**src/rtl/pcie_phy_pkg.sv**
```systemverilog
// pcie_phy_pkg: shared PHY types and frame-size helper
package pcie_phy_pkg;
    typedef enum logic [1:0] {IDLE, SEND, PAUSE} tx_ser_state_e;
    function automatic int bytes_per_frame(input int width);
        return width / 8;
    endfunction
endpackage

```
**src/rtl/phy_sync_fifo.sv**
```systemverilog
// phy_sync_fifo: synchronous word FIFO with registered level and head-of-queue read
module phy_sync_fifo #(
    parameter int WIDTH = 32,
    parameter int DEPTH = 4
) (
    input  logic                     clk_i,
    input  logic                     rst_i,
    input  logic                     push,
    input  logic                     pop,
    input  logic [WIDTH-1:0]         wdata,
    output logic [WIDTH-1:0]         head,
    output logic                     full,
    output logic                     empty,
    output logic [$clog2(DEPTH):0]   level
);
    localparam int AW = $clog2(DEPTH);
    logic [WIDTH-1:0] mem [DEPTH];
    logic [AW-1:0] wptr, rptr;
    logic do_push, do_pop;
    assign full    = level == (AW+1)'(DEPTH);
    assign empty   = level == '0;
    assign do_push = push && !full;
    assign do_pop  = pop && !empty;
    assign head    = mem[rptr];
    always_ff @(posedge clk_i or negedge rst_i) begin
        if (!rst_i) begin
            wptr  <= '0;
            rptr  <= '0;
            level <= '0;
        end else begin
            wptr  <= do_push ? wptr + 1'b1 : wptr;
            rptr  <= do_pop ? rptr + 1'b1 : rptr;
            level <= level + (AW+1)'(do_push) - (AW+1)'(do_pop);
        end
    end
    always_ff @(posedge clk_i) begin
        if (do_push) mem[wptr] <= wdata;
    end
endmodule

```
**src/rtl/tx_frame_serializer.sv**
```systemverilog
// tx_frame_serializer: buffers MAC frames and emits them LSB-byte-first with pause handshake
module tx_frame_serializer
    import pcie_phy_pkg::*;
#(
    parameter int MAC_FRAME_WIDTH = 32,
    parameter int FIFO_DEPTH      = 4
) (
    input  logic                           clk_i,
    input  logic                           rst_i,
    input  logic [MAC_FRAME_WIDTH-1:0]     mac_data_frame_i,
    input  logic                           mac_data_frame_valid_i,
    output logic                           mac_data_frame_ready_o,
    input  logic                           os_pause_req_i,
    output logic                           os_pause_ack_o,
    output logic [7:0]                     data_byte_o,
    output logic                           data_byte_valid_o,
    input  logic                           data_byte_ready_i,
    output logic [$clog2(FIFO_DEPTH):0]    fifo_level_o
);
    localparam int BYTES = bytes_per_frame(MAC_FRAME_WIDTH);
    localparam int IW    = BYTES > 1 ? $clog2(BYTES) : 1;
    localparam int LW    = $clog2(FIFO_DEPTH) + 1;
    tx_ser_state_e state, state_nx;
    logic [IW-1:0] idx;
    logic [MAC_FRAME_WIDTH-1:0] head;
    logic init_done, full, empty, push, xfer, last;
    assign mac_data_frame_ready_o = !full && init_done;
    assign push              = mac_data_frame_valid_i && mac_data_frame_ready_o;
    assign data_byte_valid_o = state == SEND;
    assign os_pause_ack_o    = state == PAUSE;
    assign xfer              = data_byte_valid_o && data_byte_ready_i;
    assign last              = xfer && idx == IW'(BYTES - 1);
    assign data_byte_o       = data_byte_valid_o ? head[8*idx +: 8] : 8'h00;
    phy_sync_fifo #(.WIDTH(MAC_FRAME_WIDTH), .DEPTH(FIFO_DEPTH)) u_fifo (
        .clk_i (clk_i),
        .rst_i (rst_i),
        .push  (push),
        .pop   (last),
        .wdata (mac_data_frame_i),
        .head  (head),
        .full  (full),
        .empty (empty),
        .level (fifo_level_o)
    );
    always_ff @(posedge clk_i or negedge rst_i) begin
        if (!rst_i) begin
            state     <= IDLE;
            idx       <= '0;
            init_done <= 1'b0;
        end else begin
            state     <= state_nx;
            idx       <= last ? '0 : xfer ? idx + 1'b1 : idx;
            init_done <= 1'b1;
        end
    end
    // A pause request only takes effect once the word in flight has fully drained
    always_comb begin
        state_nx = state;
        unique case (state)
            IDLE:    state_nx = os_pause_req_i ? PAUSE : !empty ? SEND : IDLE;
            SEND:    state_nx = !last ? SEND : os_pause_req_i ? PAUSE :
                                (fifo_level_o == LW'(1) && !push) ? IDLE : SEND;
            PAUSE:   state_nx = os_pause_req_i ? PAUSE : !empty ? SEND : IDLE;
            default: state_nx = IDLE;
        endcase
    end
endmodule

```
**config.mk**
```make
export PLATFORM = sky130hd
export DESIGN_NAME = tx_frame_serializer
export DESIGN_NICKNAME = d
export VERILOG_FILES = /design/src/rtl/pcie_phy_pkg.sv /design/src/rtl/phy_sync_fifo.sv /design/src/rtl/tx_frame_serializer.sv
export SDC_FILE = /design/constraint.sdc
export NUM_CORES = 1
export LEC_CHECK = 0
export ABC_AREA = 1
export BUFFER_PORTS_ARGS = -buffer_cell sky130_fd_sc_hd__buf_4
export CAP_MARGIN = 30
export CORE_MARGIN = 2
export CORE_UTILIZATION = 55
export CTS_CLUSTER_SIZE = 24
export DETAILED_ROUTE_END_ITERATION = 12
export HOLD_SLACK_MARGIN = 0.06
export PLACE_DENSITY = 0.71
export SYNTH_ARGS = -nofsm -noshare
export SYNTH_HDL_FRONTEND = slang
export SYNTH_SLANG_ARGS = --single-unit
```
**constraint.sdc**
```tcl
create_clock -name clk_i -period 4.25 [get_ports clk_i]
set_clock_uncertainty 0.05 [all_clocks]
set_input_delay 0.85 -clock clk_i [delete_from_list [all_inputs] [get_ports clk_i]]
set_output_delay 0.85 -clock clk_i [all_outputs]
set_load 0.01 [all_outputs]
```
==> results by group <==
Job
  – Max_cap viols: 0

Drt
  – Drt initial violations: 425
  – Routed Antenna Nets: 0
  – Met2 wire length: between 6000 and 7000 um
  – Via count: about 4k
  – Wirelength, routed: approximately 13000 um
  – Top layer in use: met4
  – Met3 wire len: 776 um
  – Routed metal-1 wire length: approximately 5400 um
  – DRC: 0
  – Routed vias/inst: between 5 and 6
  – Pre-antenna DRT Iters: 5
  – WL/cell: around 16 um

Clocking
  – Post-CTS Setup Inserts: 0
  – Clock Tree Buf Depth: 2
  – CTS buffer count: 17
  – Clock tree root driver cell: clkbuf_8
  – H-Tree Depth: 4
  – Worst-Skew Late Latency: roughly 0.52 ns
  – TritonCTS clock tree: built
  – # clock sinks: 140
  – Post-cts gate resize count: 0
  – Clock Pin Slew Worst Setup and Hold Paths: approximately 0.060 ns
  – CTS Hold Bufs: 0

Synth
  – Flops & latches, synth: 140
  – Mean Syn Cell Area: 10.5 sq um
  – Synthesis Warnings: 0
  – Cell area after synthesis: between 6000 and 7000 sq um
  – Mapped Cells: about 580
  – Seq/Total Area, Yosys: 0.683
  – Synth unique cells: 23
  – Syn Nets: 621

Placed design
  – Final GP Congestion: around 0.75
  – DP Wirelength: ~7800 um
  – Cell Area, Placed: 6600 sq um
  – Port bufs: 50

Worst setup path
  – Crit. End Element: primary output
  – Crit Path Max Fanout: 18
  – Worst path required time: between 3 and 4 ns
  – CP startpoint kind: register
  – Worst EP arrival: 2.64 ns
  – R2R Setup Slk: approximately 1.8 ns
  – Critical path type: reg2out

Timing
  – FMAX: between 200 and 300 MHz
  – Slew HR: 0.383
  – Period utilisation layout: 0.833
  – RSZ-0062 raised after global routing: false
  – Setup TNS: 0 ns
  – Final Hold Fails: 0
  – Post-layout min period: 3.54 ns
  – Final setup viols: 0
  – Max Slew Vio Count: 0
  – Worst-margin pin slew: about 0.92 ns

Die
  – Die Y: approximately 110 um
  – Die Area: roughly 12000 sq um
  – Placeable Area: 10800 sq um
  – Boundary Pins: 51
  – # rows: 38
  – Initial Util: 0.562
  – Die width: between 100 and 150 um

Finish
  – Register area: 4150 sq um
  – Final nets: roughly 680
  – Fraction of layout cells with a size suffix above 1: 0.156
  – # diodes: 0
  – Final core utilization: 0.666
  – Filler cell count in the final layout: around 800
  – Design Area, Final: ~7000 sq um
  – Area of the multi-input gates: 1460 sq um
  – Layout area overhead: 18.6%

Global route
  – Vias in the first global route: between 3k and 4k
  – Total gr overflow: 0
  – Largest net degree at the start of global routing: 66
  – Initial antenna violation count: 0
  – Global Route Usage Sum: 0.235
  – First-pass GRT wire length: approximately 20000 um

Pwr
  – Logic gate share of total power: 0.328
  – Cell Pwr Density: roughly 670 nW/um^2
  – Internal: around 0.0032 W
  – VDD IR max: between 0.4 and 0.5 mV
  – Sequential Power Share: 0.369
  – Switching power: between 0.0015 and 0.002 W
  – Sw frac: 0.344
  – Leak pwr: between 3 and 4 nW
  – Share of power burned in the clock network: 0.303
  – Tot Pwr: 0.00483 W

Run status
  – Status: complete, no violations

Hold path
  – Hold WC Path Type: in2async
-- cell usage after synthesis --
library cell,count,area [sq um]
a31oi_1,1,6.26
nand2_1,199,747
clkinv_1,2,7.51
nand2_2,1,6.26
a21oi_1,11,55.1
edfxtp_1,128,3840
ha_1,7,87.6
nor2_4,1,11.3
conb_1,1,3.75
inv_1,83,312
nand3_1,84,420
dfrtp_1,12,300
xor2_1,2,17.5
nor2_2,2,12.5
buf_4,6,45.0
nor2_1,11,41.3
o21ai_0,1,5.00
fa_1,1,20.0
clkbuf_1,4,15.0
buf_6,1,11.3
inv_2,2,7.51
xnor2_1,2,17.5
buf_2,14,70.1
-- power by group through the flow --
stage / Sequential [W] / Combinational, W / Clock (W)
final: 0.00178 / 0.00158 / 0.00147
after global routing: 0.00180 / 0.00177 / 0.00155
after CTS: 0.00178 / 0.00158 / 0.00149
after detailed placement: 0.00181 / 0.00157 / 0
after global placement: 0.00180 / 0.00150 / 0
after floorplan: 0.00179 / 0.00108 / 0
-- registers in the layout (all words and copies together), names as in the netlist --
register      flops
u_fifo.level      3
u_fifo.mem      128
idx               2
u_fifo.rptr       2
init_done         1
state             2
u_fifo.wptr       2
-- through the flow --
stage | setup WS [ns] | std cells | hold WS [ns]
5_1_grt | 0.586 | 783 | 0.0930
4_1_cts | 0.719 | 783 | 0.0881
3_3_place_gp | 1.32 | 751 | 0.512
2_1_floorplan | 1.34 | 576 | 0.496
3_5_place_dp | 1.34 | 752 | 0.517
6_report | 0.712 | 783 | 0.106
-- final cells by class --
| cell class | instances | share of cell area |
|---|---|---|
| clock buffer | 17 | 0.0576 |
| multi-input combinational | 324 | 0.203 |
| timing repair buffer | 61 | 0.0682 |
| clock inverter | 14 | 0.0247 |
| sequential | 140 | 0.576 |
| inverter | 87 | 0.0454 |
| tap | 140 | 0.0244 |
-- cell families after synthesis --
group | share of synthesized area
AOI/OAI and AO/OA | 0.0109
xor gates and xnor gates | 0.00578
and+or+nand+nor | 0.204
adders and majority gates | 0.0177
DFF | 0.683
other | 0.000618
buffers and inverters | 0.0772
-- cells in the final DEF (no fill, tap or decap), drive strengths merged --
cell,count
nand2,200
edfxtp,128
inv,85
nand3,84
buf,61
clkbuf,17
nor2,14
dfrtp,12
a21oi,11
clkinv,9
ha,7
bufinv,4
clkinvlp,3
xnor2,2
xor2,2
a31oi,1
o21ai,1
fa,1
conb,1
-- critical path, stage by stage (launching register included) --
cell and delay, ns:
dfrtp_1 0.32, buf_4 0.27, clkinv_1 0.62, nand3_1 0.38, nand3_1 0.14, a21oi_1 0.22
buf_4 0.15
-- layer usage --
layer,vias to the layer above,global-route usage
met5,-,0
met4,0,0.106
met3,27,0.0580
met2,143,0.380
met1,1920,0.301
li1,1975,-
-- worst paths after layout --
kind                                           from               end  depth (start not counted)
worst max register to register               idx[1]   u_fifo.level[2]                         11
max in group asynchronous                     rst_i    u_fifo.rptr[0]                          1
worst min register to register             state[0]          state[0]                          3
worst min-delay path                          rst_i          state[0]                          1
min in group clk_i              mac_data_frame_i[3]  u_fifo.mem[0][3]                          1
worst max-delay path                         idx[0]    data_byte_o[1]                          6
No activity file was read; power rests on OpenSTA's default activity.
